### config.mk
export PLATFORM = sky130hd
export DESIGN_NAME = fast_ring_fetch_flat
export DESIGN_NICKNAME = d
export VERILOG_FILES = /design/src/rtl/fast_ring_fetch_if.sv /design/src/rtl/fast_ring_fetch.sv /design/src/flat_wrapper.sv
export SDC_FILE = /design/constraint.sdc
export NUM_CORES = 1
export LEC_CHECK = 0
export BUFFER_PORTS_ARGS = -buffer_cell sky130_fd_sc_hd__buf_2
export CORE_MARGIN = 4
export CORE_UTILIZATION = 49
export CTS_BUF_LIST = sky130_fd_sc_hd__clkbuf_4
export CTS_CLUSTER_SIZE = 24
export DETAILED_ROUTE_END_ITERATION = 7
export PLACE_DENSITY = 0.76
export SYNTH_ARGS = -nofsm -noshare
export SYNTH_HDL_FRONTEND = slang
export SYNTH_SLANG_ARGS = --single-unit
### constraint.sdc
create_clock -name ramclk -period 4.8 [get_ports ramclk]
set_input_delay 0.72 -clock ramclk [delete_from_list [all_inputs] [get_ports ramclk]]
set_output_delay 0.72 -clock ramclk [all_outputs]
set_load 0.01 [all_outputs]
### src/rtl/fast_ring_fetch_if.sv
// fast_ring_fetch_if: sram_image read/write port bundle.
//   x_addr  signed AW   pixel x address
//   y_addr  signed BW   pixel y address
//   ren     1           read enable
//   wen     1           write enable
//   rdat    PIXEL_DEPTH read data, valid one cycle after ren
// master = address/enable driver (fetch sequencer), slave = memory.
interface fast_ring_fetch_if #(
    parameter int AW = 4,
    parameter int BW = 4,
    parameter int PIXEL_DEPTH = 8
);
    logic signed [AW-1:0] x_addr;
    logic signed [BW-1:0] y_addr;
    logic ren;
    logic wen;
    logic [PIXEL_DEPTH-1:0] rdat;
    modport master (output x_addr, y_addr, ren, wen, input rdat);
    modport slave (input x_addr, y_addr, ren, wen, output rdat);
endinterface

### src/rtl/fast_ring_fetch.sv
// fast_ring_fetch: reads a centre pixel plus its 16-pixel radius-3 ring from sram_image
// and packs them into one result word for the FAST corner scorer.
//   ramclk, rst              clock, asynchronous active-high reset
//   start_valid/start_ready  centre coordinate handshake (cx, cy unsigned)
//   out_valid/out_ready      result handshake (centre_px, ring slot i at [i*PD +: PD])
//   busy                     sequencer not idle
//   sram                     sram_image port (master side), wen tied low
// Optional build macro FAST_FETCH_OOB_GATE_EN: suppress ren for out-of-image slots.
module fast_ring_fetch #(
    parameter int PIXEL_DEPTH = 8,
    parameter int X_MAX = 5,
    parameter int Y_MAX = 5,
    localparam int AW = $clog2(X_MAX) + 1,
    localparam int BW = $clog2(Y_MAX) + 1
) (
    input  logic ramclk,
    input  logic rst,
    input  logic start_valid,
    output logic start_ready,
    input  logic [AW-1:0] cx,
    input  logic [BW-1:0] cy,
    output logic out_valid,
    input  logic out_ready,
    output logic [PIXEL_DEPTH-1:0] centre_px,
    output logic [16*PIXEL_DEPTH-1:0] ring,
    output logic busy,
    fast_ring_fetch_if.master sram
);
    // Offsets for idx 16 down to idx 0 (3-bit two's complement); idx 0 is the centre.
    localparam logic [16:0][2:0] DX = {3'd7, 3'd6, 3'd5, 3'd5, 3'd5, 3'd6, 3'd7, 3'd0, 3'd1,
                                       3'd2, 3'd3, 3'd3, 3'd3, 3'd2, 3'd1, 3'd0, 3'd0};
    localparam logic [16:0][2:0] DY = {3'd5, 3'd6, 3'd7, 3'd0, 3'd1, 3'd2, 3'd3, 3'd3, 3'd3,
                                       3'd2, 3'd1, 3'd0, 3'd7, 3'd6, 3'd5, 3'd5, 3'd0};
    typedef enum logic [1:0] {IDLE, ISSUE, DRAIN, DONE} state_t;
    state_t state, state_n;
    logic [4:0] idx, cap_idx;
    logic [AW-1:0] cx_q;
    logic [BW-1:0] cy_q;
    logic [AW:0] xw;
    logic [BW:0] yw;
    logic oob, cap_v, cap_oob;
    logic [15:0][PIXEL_DEPTH-1:0] ring_q;
    logic [PIXEL_DEPTH-1:0] cap_dat;

    // One extra bit so cx+dx never wraps; the top bit is the sign.
    assign xw = {1'b0, cx_q} + {{(AW-2){DX[idx][2]}}, DX[idx]};
    assign yw = {1'b0, cy_q} + {{(BW-2){DY[idx][2]}}, DY[idx]};
    assign oob = xw[AW] || xw[AW-1:0] > AW'(X_MAX - 1) || yw[BW] || yw[BW-1:0] > BW'(Y_MAX - 1);
    assign sram.x_addr = state == ISSUE ? xw[AW-1:0] : '0;
    assign sram.y_addr = state == ISSUE ? yw[BW-1:0] : '0;
    assign sram.wen = 1'b0;
`ifdef FAST_FETCH_OOB_GATE_EN
    assign sram.ren = state == ISSUE && !oob;
`else
    assign sram.ren = state == ISSUE;
`endif
    assign start_ready = state == IDLE;
    assign out_valid = state == DONE;
    assign busy = state != IDLE;
    assign ring = ring_q;
    // Zeroing keys off the pipelined flag, never off whatever the memory does with the address.
    assign cap_dat = cap_oob ? '0 : sram.rdat;

    always_comb begin
        state_n = state == IDLE && start_valid ? ISSUE :
                  state == ISSUE && idx == 5'd16 ? DRAIN :
                  state == DRAIN ? DONE :
                  state == DONE && out_ready ? IDLE : state;
    end

    always_ff @(posedge ramclk or posedge rst) begin
        if (rst) begin
            state <= IDLE;
            idx <= '0;
            cx_q <= '0;
            cy_q <= '0;
            cap_v <= 1'b0;
            cap_oob <= 1'b0;
            cap_idx <= '0;
            centre_px <= '0;
            ring_q <= '0;
        end else begin
            state <= state_n;
            if (state == IDLE && start_valid) begin
                cx_q <= cx;
                cy_q <= cy;
            end
            if (state == ISSUE) idx <= idx == 5'd16 ? 5'd0 : idx + 5'd1;
            cap_v <= state == ISSUE;
            cap_oob <= oob;
            cap_idx <= idx;
            if (cap_v && cap_idx == 5'd0) centre_px <= cap_dat;
            if (cap_v && cap_idx != 5'd0) ring_q[4'(cap_idx - 5'd1)] <= cap_dat;
        end
    end
endmodule
### src/flat_wrapper.sv
// flat-port wrapper written by rule: the top's interface ports become plain ports
module fast_ring_fetch_flat 
#(
    parameter int PIXEL_DEPTH = 8,
    parameter int X_MAX = 5,
    parameter int Y_MAX = 5,
    localparam int AW = $clog2(X_MAX) + 1,
    localparam int BW = $clog2(Y_MAX) + 1
)
  (ramclk, rst, start_valid, start_ready, cx, cy, out_valid, out_ready, centre_px, ring, busy, sram_x_addr, sram_y_addr, sram_ren, sram_wen, sram_rdat);
  fast_ring_fetch_if #(.PIXEL_DEPTH(PIXEL_DEPTH)) sram_i ();
  input  logic ramclk;
  input  logic rst;
  input  logic start_valid;
  output logic start_ready;
  input  logic [AW-1:0] cx;
  input  logic [BW-1:0] cy;
  output logic out_valid;
  input  logic out_ready;
  output logic [PIXEL_DEPTH-1:0] centre_px;
  output logic [16*PIXEL_DEPTH-1:0] ring;
  output logic busy;
  output wire logic [$bits(sram_i.x_addr)-1:0] sram_x_addr;
  output wire logic [$bits(sram_i.y_addr)-1:0] sram_y_addr;
  output wire logic [$bits(sram_i.ren)-1:0] sram_ren;
  output wire logic [$bits(sram_i.wen)-1:0] sram_wen;
  input wire logic [$bits(sram_i.rdat)-1:0] sram_rdat;
  assign sram_x_addr = sram_i.x_addr;
  assign sram_y_addr = sram_i.y_addr;
  assign sram_ren = sram_i.ren;
  assign sram_wen = sram_i.wen;
  assign sram_i.rdat = sram_rdat;
  fast_ring_fetch #(.PIXEL_DEPTH(PIXEL_DEPTH), .X_MAX(X_MAX), .Y_MAX(Y_MAX)) u_core (.ramclk(ramclk), .rst(rst), .start_valid(start_valid), .start_ready(start_ready), .cx(cx), .cy(cy), .out_valid(out_valid), .out_ready(out_ready), .centre_px(centre_px), .ring(ring), .busy(busy), .sram(sram_i));
endmodule
Word-level counts from Yosys, hierarchy flattened

Memory sizes are Yosys's and may differ from the RTL's.
Index checks and enable logic that the tools add are counted.

Divide/modulo/power cells: 0
Magnitude comparators: 5
Muxes and demuxes: 13
Multiply operators: 0
Bitwise gates (word level): 0
Equal/unequal tests: 4
Reductions and logical operators: 14
Add/sub/neg operators: 4
Shift operators: 0

Operators by type and width:

| operator                                                          | count |
|---|---|
| bitwise mux 128 bit                                               | 1 |
| demux 8 bit (select 4 bit)                                        | 1 |
| 2-to-1 mux 8 bit                                                  | 2 |
| adder 4 x 5 -> 5 bit                                              | 2 |
| > comparator 4 x 3 -> 1 bit, second input constant                | 2 |
| 2-to-1 mux 2 bit                                                  | 4 |
| 2-to-1 mux 4 bit                                                  | 2 |
| logical AND 1 bit                                                 | 6 |
| < comparator 5 x 6 -> 1 bit, second input constant                | 1 |
| 2-to-1 mux 3 bit                                                  | 2 |
| adder 5 x 1 -> 5 bit, second input constant                       | 1 |
| equality test 5 bit, second input constant                        | 1 |
| zero test 5 bit                                                   | 1 |
| < comparator 4 x 5 -> 1 bit, second input constant                | 1 |
| 2-to-1 mux 5 bit                                                  | 1 |
| nonzero test 5 bit                                                | 1 |
| equality test 2 bit, second input constant                        | 2 |
| greater-or-equal comparator 4 x 1 -> 1 bit, second input constant | 1 |
| nonzero test 4 bit                                                | 1 |
| subtractor 4 x 1 -> 4 bit, second input constant                  | 1 |
| logical OR 1 bit                                                  | 3 |
| equality test 2 x 1 -> 1 bit, second input constant               | 1 |
| zero test 2 bit                                                   | 1 |
| nonzero test 2 bit                                                | 1 |

Bits in latches: 0
ROM bits: 192
RAM bits: 0
Register bits: 158
Input bits: 20
Memories: 2
Output and inout port bits: 149

Memory list:

| memory           | depth | bits a word | read ports | clocked after memory_dff | write ports | RTL line              | RTL |
|---|---|---|---|---|---|---|---|
| (name not given) | 32    | 3           | 1          | 0                        | 0           | fast_ring_fetch.sv:46 | `assign xw = {1'b0, cx_q} + {{(AW-2){DX[idx][2]}}, DX[idx]};` |
| (name not given) | 32    | 3           | 1          | 0                        | 0           | fast_ring_fetch.sv:47 | `assign yw = {1'b0, cy_q} + {{(BW-2){DY[idx][2]}}, DY[idx]};` |

Logic depth before layout (Yosys ltp)

Gate-level depths: netlist of run 1.

Word-level depth: 7
Gate-level depth with buffers: 12

Worst setup path before layout of run 1

OpenSTA, ideal clock, no wires.

Path type: register to output
From: reg u_core.idx[1]
To: out sram_y_addr[3]
Data arrival time: 2.235 ns
Setup slack: 1.845 ns
Buffers on the path: 0
Cell stages (with the launch flop): 11
Cells stage by stage: dfrtp_1 -> inv_1 -> ha_1 -> nand2_1 -> o21ai_0 -> a211oi_1 -> ha_1 -> a21o_1 -> a21oi_1 -> xnor2_1 -> and2_1

Cells in the longest elaborated chain, start to end: 4

RTL lines:

| element                                | RTL line              | RTL |
|---|---|---|
| start, declared                        | fast_ring_fetch.sv:36 | `logic [4:0] idx, cap_idx;` |
| start signal, assigned                 | fast_ring_fetch.sv:88 | `if (state == ISSUE) idx <= idx == 5'd16 ? 5'd0 : idx + 5'd1;` |
| memory (32 x 3 bit)                    | -                     |  |
| 2-to-1 mux 3 bit (not written as such) | fast_ring_fetch.sv:47 |  |
| adder 4 x 5 -> 5 bit                   | fast_ring_fetch.sv:47 |  |
| 2-to-1 mux 4 bit                       | fast_ring_fetch.sv:50 | `assign sram.y_addr = state == ISSUE ? yw[BW-1:0] : '0;` |
| end, declared                          | flat_wrapper.sv:24    | `output wire logic [$bits(sram_i.y_addr)-1:0] sram_y_addr;` |

Every way passes these cells. The select of a mux whose other input is x is not followed.

Worst setup path after layout of run 1

Same ends and word-level chain as after synthesis.

==> impl_metrics.json, run 1 <==
{
  "critical_path_required_ns": 4.08,
  "place.gp.congestion": 0.829,
  "dp_hpwl_mm": 11.0,
  "dieArea_um2": 15200,
  "die_w_um": 123,
  "avgSynthCellArea_um2": 12.6,
  "multiInputGateArea_um2": 2410,
  "cts_tree": "yes",
  "timing.hold.ws_ns": 0.386,
  "worst-path-max-fanout": 7,
  "crit_type": "flop to output port",
  "filler_cell_count": 1059,
  "mostFrequentLayoutCells": "buf_2, dfrtp_1, mux2_2",
  "hold_class": "input port to flop",
  "clock_latency_ns": 0.53,
  "setup-tns-final_ns": 0,
  "vias_per_cell": 5.15,
  "io_buffer_count": 167,
  "ys.warnings.count": 0,
  "ys_seq_area_frac": 0.608,
  "cts_root_buffer": "clkbuf_4",
  "run_status": "finished clean",
  "core_area_um2": 12800,
  "synth_area_um2": 6510,
  "first_global_vias": 4450,
  "hold_viol_final": 0,
  "route.detailed.drc": 0,
  "drv_slew": 0,
  "num_vias": 4466,
  "ir_drop_mv": 0.590,
  "syn-num-nets": 553,
  "seq_area_um2": 3950,
  "finClkSkew_ns": 0.0127,
  "yosysTopAreaCellShare": 0.608,
  "diodes": 0,
  "layout-area-overhead-vs-synth_pct": 20.6,
  "routedWlPerCell_um": 17.4,
  "p_sw_frac": 0.383,
  "clk_path_buf_depth": 2,
  "synth_top_cell_by_area": "dfrtp_1",
  "die_y_um": 123,
  "gr-total-overflow": 0,
  "cts.sinks": 158,
  "intPower_uw": 3320,
  "combPwrFrac": 0.429,
  "ant_nets": 0,
  "ys_types": 35,
  "cap_violations": 0,
  "setup_viol": 0,
  "start_util": 0.507,
  "grt_max_degree": 159,
  "numCtsBuffers": 17,
  "nets": 717,
  "period_share": 0.811,
  "cts.clk_slew.worst_paths_ns": 0.12,
  "rsz0062_at_grt": "false",
  "synth_ff_type": "dfrtp_1",
  "grt_pass1_wl_mm": 23.5,
  "antenna_found_initial": 0,
  "startpoint_type": "flop",
  "tightestPinTransition_ns": 1.11,
  "rows": 41,
  "fmax_mhz": 257,
  "dpl-instance-area_um2": 7480,
  "clkPwrFrac": 0.181,
  "postCtsSetupBuffers": 0,
  "drt_iter0_drc": 225,
  "fin_util": 0.612,
  "cts_hold_buf": 0,
  "fin_area_um2": 7850,
  "ys_ff_latch": 158,
  "drt_wl_total_mm": 15.0,
  "async_flop_share": 1.00,
  "cts_max_level": 4,
  "synth_area_leaders": "dfrtp_1, mux2_2, o21ai_0, nand2_1, ha_1",
  "netlist_instances": 518,
  "p_sw_uw": 2070,
  "powerDensity_nw_per_um2": 687,
  "p_seq_frac": 0.390,
  "end_kind": "output port",
  "grt_use_total": 0.204,
  "final_common_cell": "buf_2",
  "cts-resized-gates": 0,
  "min_period_ns": 3.89,
  "synth_edf_count": 0,
  "first_pass_iters": 5,
  "cp.arrival_ns": 3.17,
  "drive_gt1_frac": 0.440,
  "slew_headroom": 0.260,
  "ioPinCount": 169,
  "leakage_uw": 0.00422
}
==> metrics by stage <==
step / total power, µW / worst slack [ns] / instances
6_report: 5390 / 0.909 / 867
5_1_grt: 5790 / 0.531 / 867
4_1_cts: 5450 / 0.810 / 867
3_5_place_dp: 4470 / 1.46 / 835
3_3_place_gp: 4360 / 1.64 / 835
2_1_floorplan: 3570 / 1.84 / 518
==> power by group through the flow <==
stage	clock, µW	combinational [µW]	sequential (µW)
floorplan	0	1350	2220
global placement	0	2260	2100
detailed placement	0	2330	2130
CTS	1000	2350	2110
global route	1060	2560	2160
finish	974	2310	2100
==> cells by family after synthesis <==
kind of cell    Yosys count  synth area share
simple gates            131             0.101
buf+inv                  34            0.0215
compound gates           76            0.0629
other cells               1          0.000576
xor+xnor                  7           0.00942
fa+ha+maj                15            0.0311
flops                   158             0.608
mux                      96             0.166
==> registers in the layout, indices dropped and copies added, names as in the netlist <==
| signal | cells |
|---|---|
| u_core.centre_px | 8 |
| u_core.cap_idx | 5 |
| u_core.cap_v | 1 |
| u_core.cx_q | 4 |
| u_core.cy_q | 4 |
| u_core.cap_oob | 1 |
| u_core.ring | 128 |
| u_core.state | 2 |
| u_core.idx | 5 |
==> area by class of cell <==
type	count	share of cell area
multi-input cells	326	0.308
clock inverters	12	0.0274
clock buffers	20	0.0191
flip-flops and latches	158	0.504
inverters	11	0.00574
repair buffers	168	0.109
well taps	172	0.0274
==> metal layers <==
metal,routed length (µm),track usage
met4,251,0.0713
met5,0,0
met3,777,0.0476
met2,7560,0.334
met1,6450,0.267
==> path summary, 6_finish.rpt <==
| check | from | to | slack [ns] | depth (start not counted) |
|---|---|---|---|---|
| min in group asynchronous | rst | u_core.ring[45]$_DFFE_PP0P_ | 0.40 | 3 |
| hold reg to reg | u_core.ring[31]$_DFFE_PP0P_ | u_core.ring[31]$_DFFE_PP0P_ | 0.49 | 2 |
| setup / recovery | u_core.idx[1]$_DFFE_PP0P_ | sram_y_addr[3] | 0.91 | 11 |
| setup reg to reg | u_core.idx[1]$_DFFE_PP0P_ | u_core.cap_oob$_DFF_PP0_ | 1.94 | 12 |
| max in group asynchronous | rst | u_core.ring[94]$_DFFE_PP0P_ | 3.76 | 3 |
| hold / removal | cx[1] | u_core.cx_q[1]$_DFFE_PP0P_ | 0.39 | 3 |
==> Yosys cell counts (all sizes together), types with 6 or more instances <==
| cell | n |
|---|---|
| nand2b | 18 |
| o21ai | 61 |
| nor2b | 11 |
| clkbuf | 17 |
| ha | 13 |
| inv | 11 |
| dfrtp | 158 |
| and2 | 6 |
| nor2 | 19 |
| buf | 6 |
| nand2 | 58 |
| mux2 | 95 |
| nand3 | 7 |
==> worst max-delay path, stage by stage, from the launching register on <==
cell and delay (ns):
dfrtp_1 0.48, inv_1 0.16, ha_1 0.32, nand2_1 0.09
o21ai_0 0.08, a211oi_1 0.42, ha_1 0.32, a21o_1 0.15
a21oi_1 0.18, xnor2_1 0.17, and2_1 0.15, buf_2 0.12
No activity file was read; power rests on OpenSTA's default activity.
==> run 2: changes to the inputs <==
Clock period 4.8 ns to 3.51 ns, I/O delays scaled along.
==> impl_metrics.json, run 2 (synthesis gave the netlist of run 1 again) <==
{
  "fin_area_um2": 7880,
  "run_status": "finished clean",
  "cts.sinks": 158,
  "hold_class": "input port to asynchronous set/reset pin",
  "route.detailed.drc": 0,
  "cts_tree": "yes",
  "power_uw": 7400,
  "place.gp.congestion": 0.812,
  "die_w_um": 123,
  "first_global_vias": 4573,
  "path_delay_family": "adder cells",
  "leakage_uw": 0.00421,
  "critical_path_required_ns": 2.98,
  "io_buffer_count": 167,
  "rows": 41,
  "diodes": 0,
  "end_kind": "output port",
  "dieArea_um2": 15200,
  "first_pass_iters": 4,
  "cp.arrival_ns": 2.86,
  "cts.clk_slew.worst_paths_ns": 0.14,
  "ant_nets": 0,
  "cts_max_level": 4,
  "dpl-instance-area_um2": 7490,
  "dp_hpwl_mm": 11.2,
  "grt_max_degree": 96,
  "gr-total-overflow": 0,
  "antenna_found_initial": 0,
  "rsz0062_at_grt": "true",
  "drt_wl_total_mm": 15.4,
  "fmax_mhz": 296,
  "cts_root_buffer": "clkbuf_4",
  "crit_path_top_delay_cell": "dfrtp_2",
  "drive_gt1_frac": 0.469,
  "worst-path-max-fanout": 6,
  "path_buf_inv": 2,
  "numCtsBuffers": 17,
  "layout-area-overhead-vs-synth_pct": 21.1,
  "period_share": 0.964,
  "grt_use_total": 0.208,
  "finClkSkew_ns": 0.0176,
  "crit_type": "flop to output port",
  "powerDensity_nw_per_um2": 939,
  "ioPinCount": 169,
  "drv_slew": 0,
  "routedWlPerCell_um": 17.7,
  "startpoint_type": "flop",
  "cap_violations": 0,
  "hold_viol_final": 0,
  "final_common_cell": "buf_2",
  "clk_path_buf_depth": 2,
  "clock_latency_ns": 0.55,
  "die_y_um": 123,
  "start_util": 0.507,
  "num_vias": 4535,
  "mostFrequentLayoutCells": "buf_2, dfrtp_1, mux2_2",
  "cpMostUsedCell": "ha_1",
  "setup_viol": 0,
  "crit_path_cell_trace": "ha_2, inv_1, ha_1, a21oi_1, or2_2, ha_1, a21o_1, a21oi_2, xor2_1, nor2_1, buf_2",
  "slew_headroom": 0.299,
  "cts_hold_buf": 0,
  "max_stage_delay_ns": 0.47,
  "nets": 721,
  "min_period_ns": 3.38,
  "core_area_um2": 12800,
  "tightestPinTransition_ns": 1.05,
  "drt_iter0_drc": 220,
  "grt_pass1_wl_mm": 23.8,
  "largest_reg_flops": 128,
  "vias_per_cell": 5.21,
  "ir_drop_mv": 0.740,
  "filler_cell_count": 1074
}
run 2: per-stage QoR:
| step | util | hold WS [ns] | instances | setup TNS (ns) | setup WS, ns |
|---|---|---|---|---|---|
| after floorplan | - | 0.352 | 518 | 0 | 0.748 |
| after global routing | 0.615 | 0.0451 | 871 | -0.0624 | -0.0624 |
| final | 0.615 | 0.0545 | 871 | 0 | 0.127 |
| after CTS | 0.609 | 0.0234 | 869 | 0 | 0.00776 |
| after detailed placement | 0.584 | 0.465 | 836 | 0 | 0.382 |
| after global placement | 0.584 | 0.457 | 836 | 0 | 0.544 |
run 2: worst reg2reg max path: cells and delay by family (launching register included):
| family | cells | cell delay (ns) |
|---|---|---|
| XOR/XNOR | 1 | 0.07 |
| AND/OR/NAND/NOR | 3 | 0.32 |
| flip-flops | 1 | 0.47 |
| buffers and inverters | 1 | 0.12 |
| AO/OA/AOI/OAI | 4 | 0.62 |
| adder cells (fa/ha/maj) | 3 | 0.85 |
run 2: where the power goes:
part	switching [µW]	internal [µW]	leakage, µW	total (µW)
clock	638	501	0.000149	1140
combinational	1850	1510	0.00194	3360
sequential	464	2430	0.00212	2900
run 2: cell type report:
cell class	count	area, µm²	share of cell area
clock buffers	18	135	0.0171
inverters	11	47.5	0.00603
flip-flops and latches	158	3960	0.502
repair buffers	172	886	0.112
clock inverters	14	168	0.0213
well taps	172	215	0.0273
multi-input cells	326	2470	0.314
run 2: final timing paths:
check	start	endpoint	slack (ns)	depth (start not counted)
worst min register to register	u_core.ring[57]$_DFFE_PP0P_	u_core.ring[57]$_DFFE_PP0P_	0.49	2
worst max register to register	u_core.idx[0]$_DFFE_PP0P_	u_core.cap_oob$_DFF_PP0_	0.95	12
min in group ramclk	cx[1]	u_core.cx_q[1]$_DFFE_PP0P_	0.19	3
worst max-delay path	u_core.idx[0]$_DFFE_PP0P_	sram_x_addr[3]	0.13	11
worst min-delay path	rst	u_core.ring[2]$_DFFE_PP0P_	0.05	2
max in group asynchronous	rst	u_core.idx[1]$_DFFE_PP0P_	2.53	3
run 2: per-layer routing:
metal,up-vias,GRT usage,share of wire,wire length [µm]
met2,147,0.348,0.51,7860
met5,-,0,0,0
met1,2258,0.263,0.42,6420
met4,0,0.0775,0.016,248
met3,24,0.0499,0.058,900
li1,2106,-,-,-
run 2: timing repair:
action,in CTS,in global routing
pin swaps,1,5
endpoints found under the hold margin,0,0
gates resized for setup,3,16
setup buffers,1,2
endpoints found under the setup margin,3,5
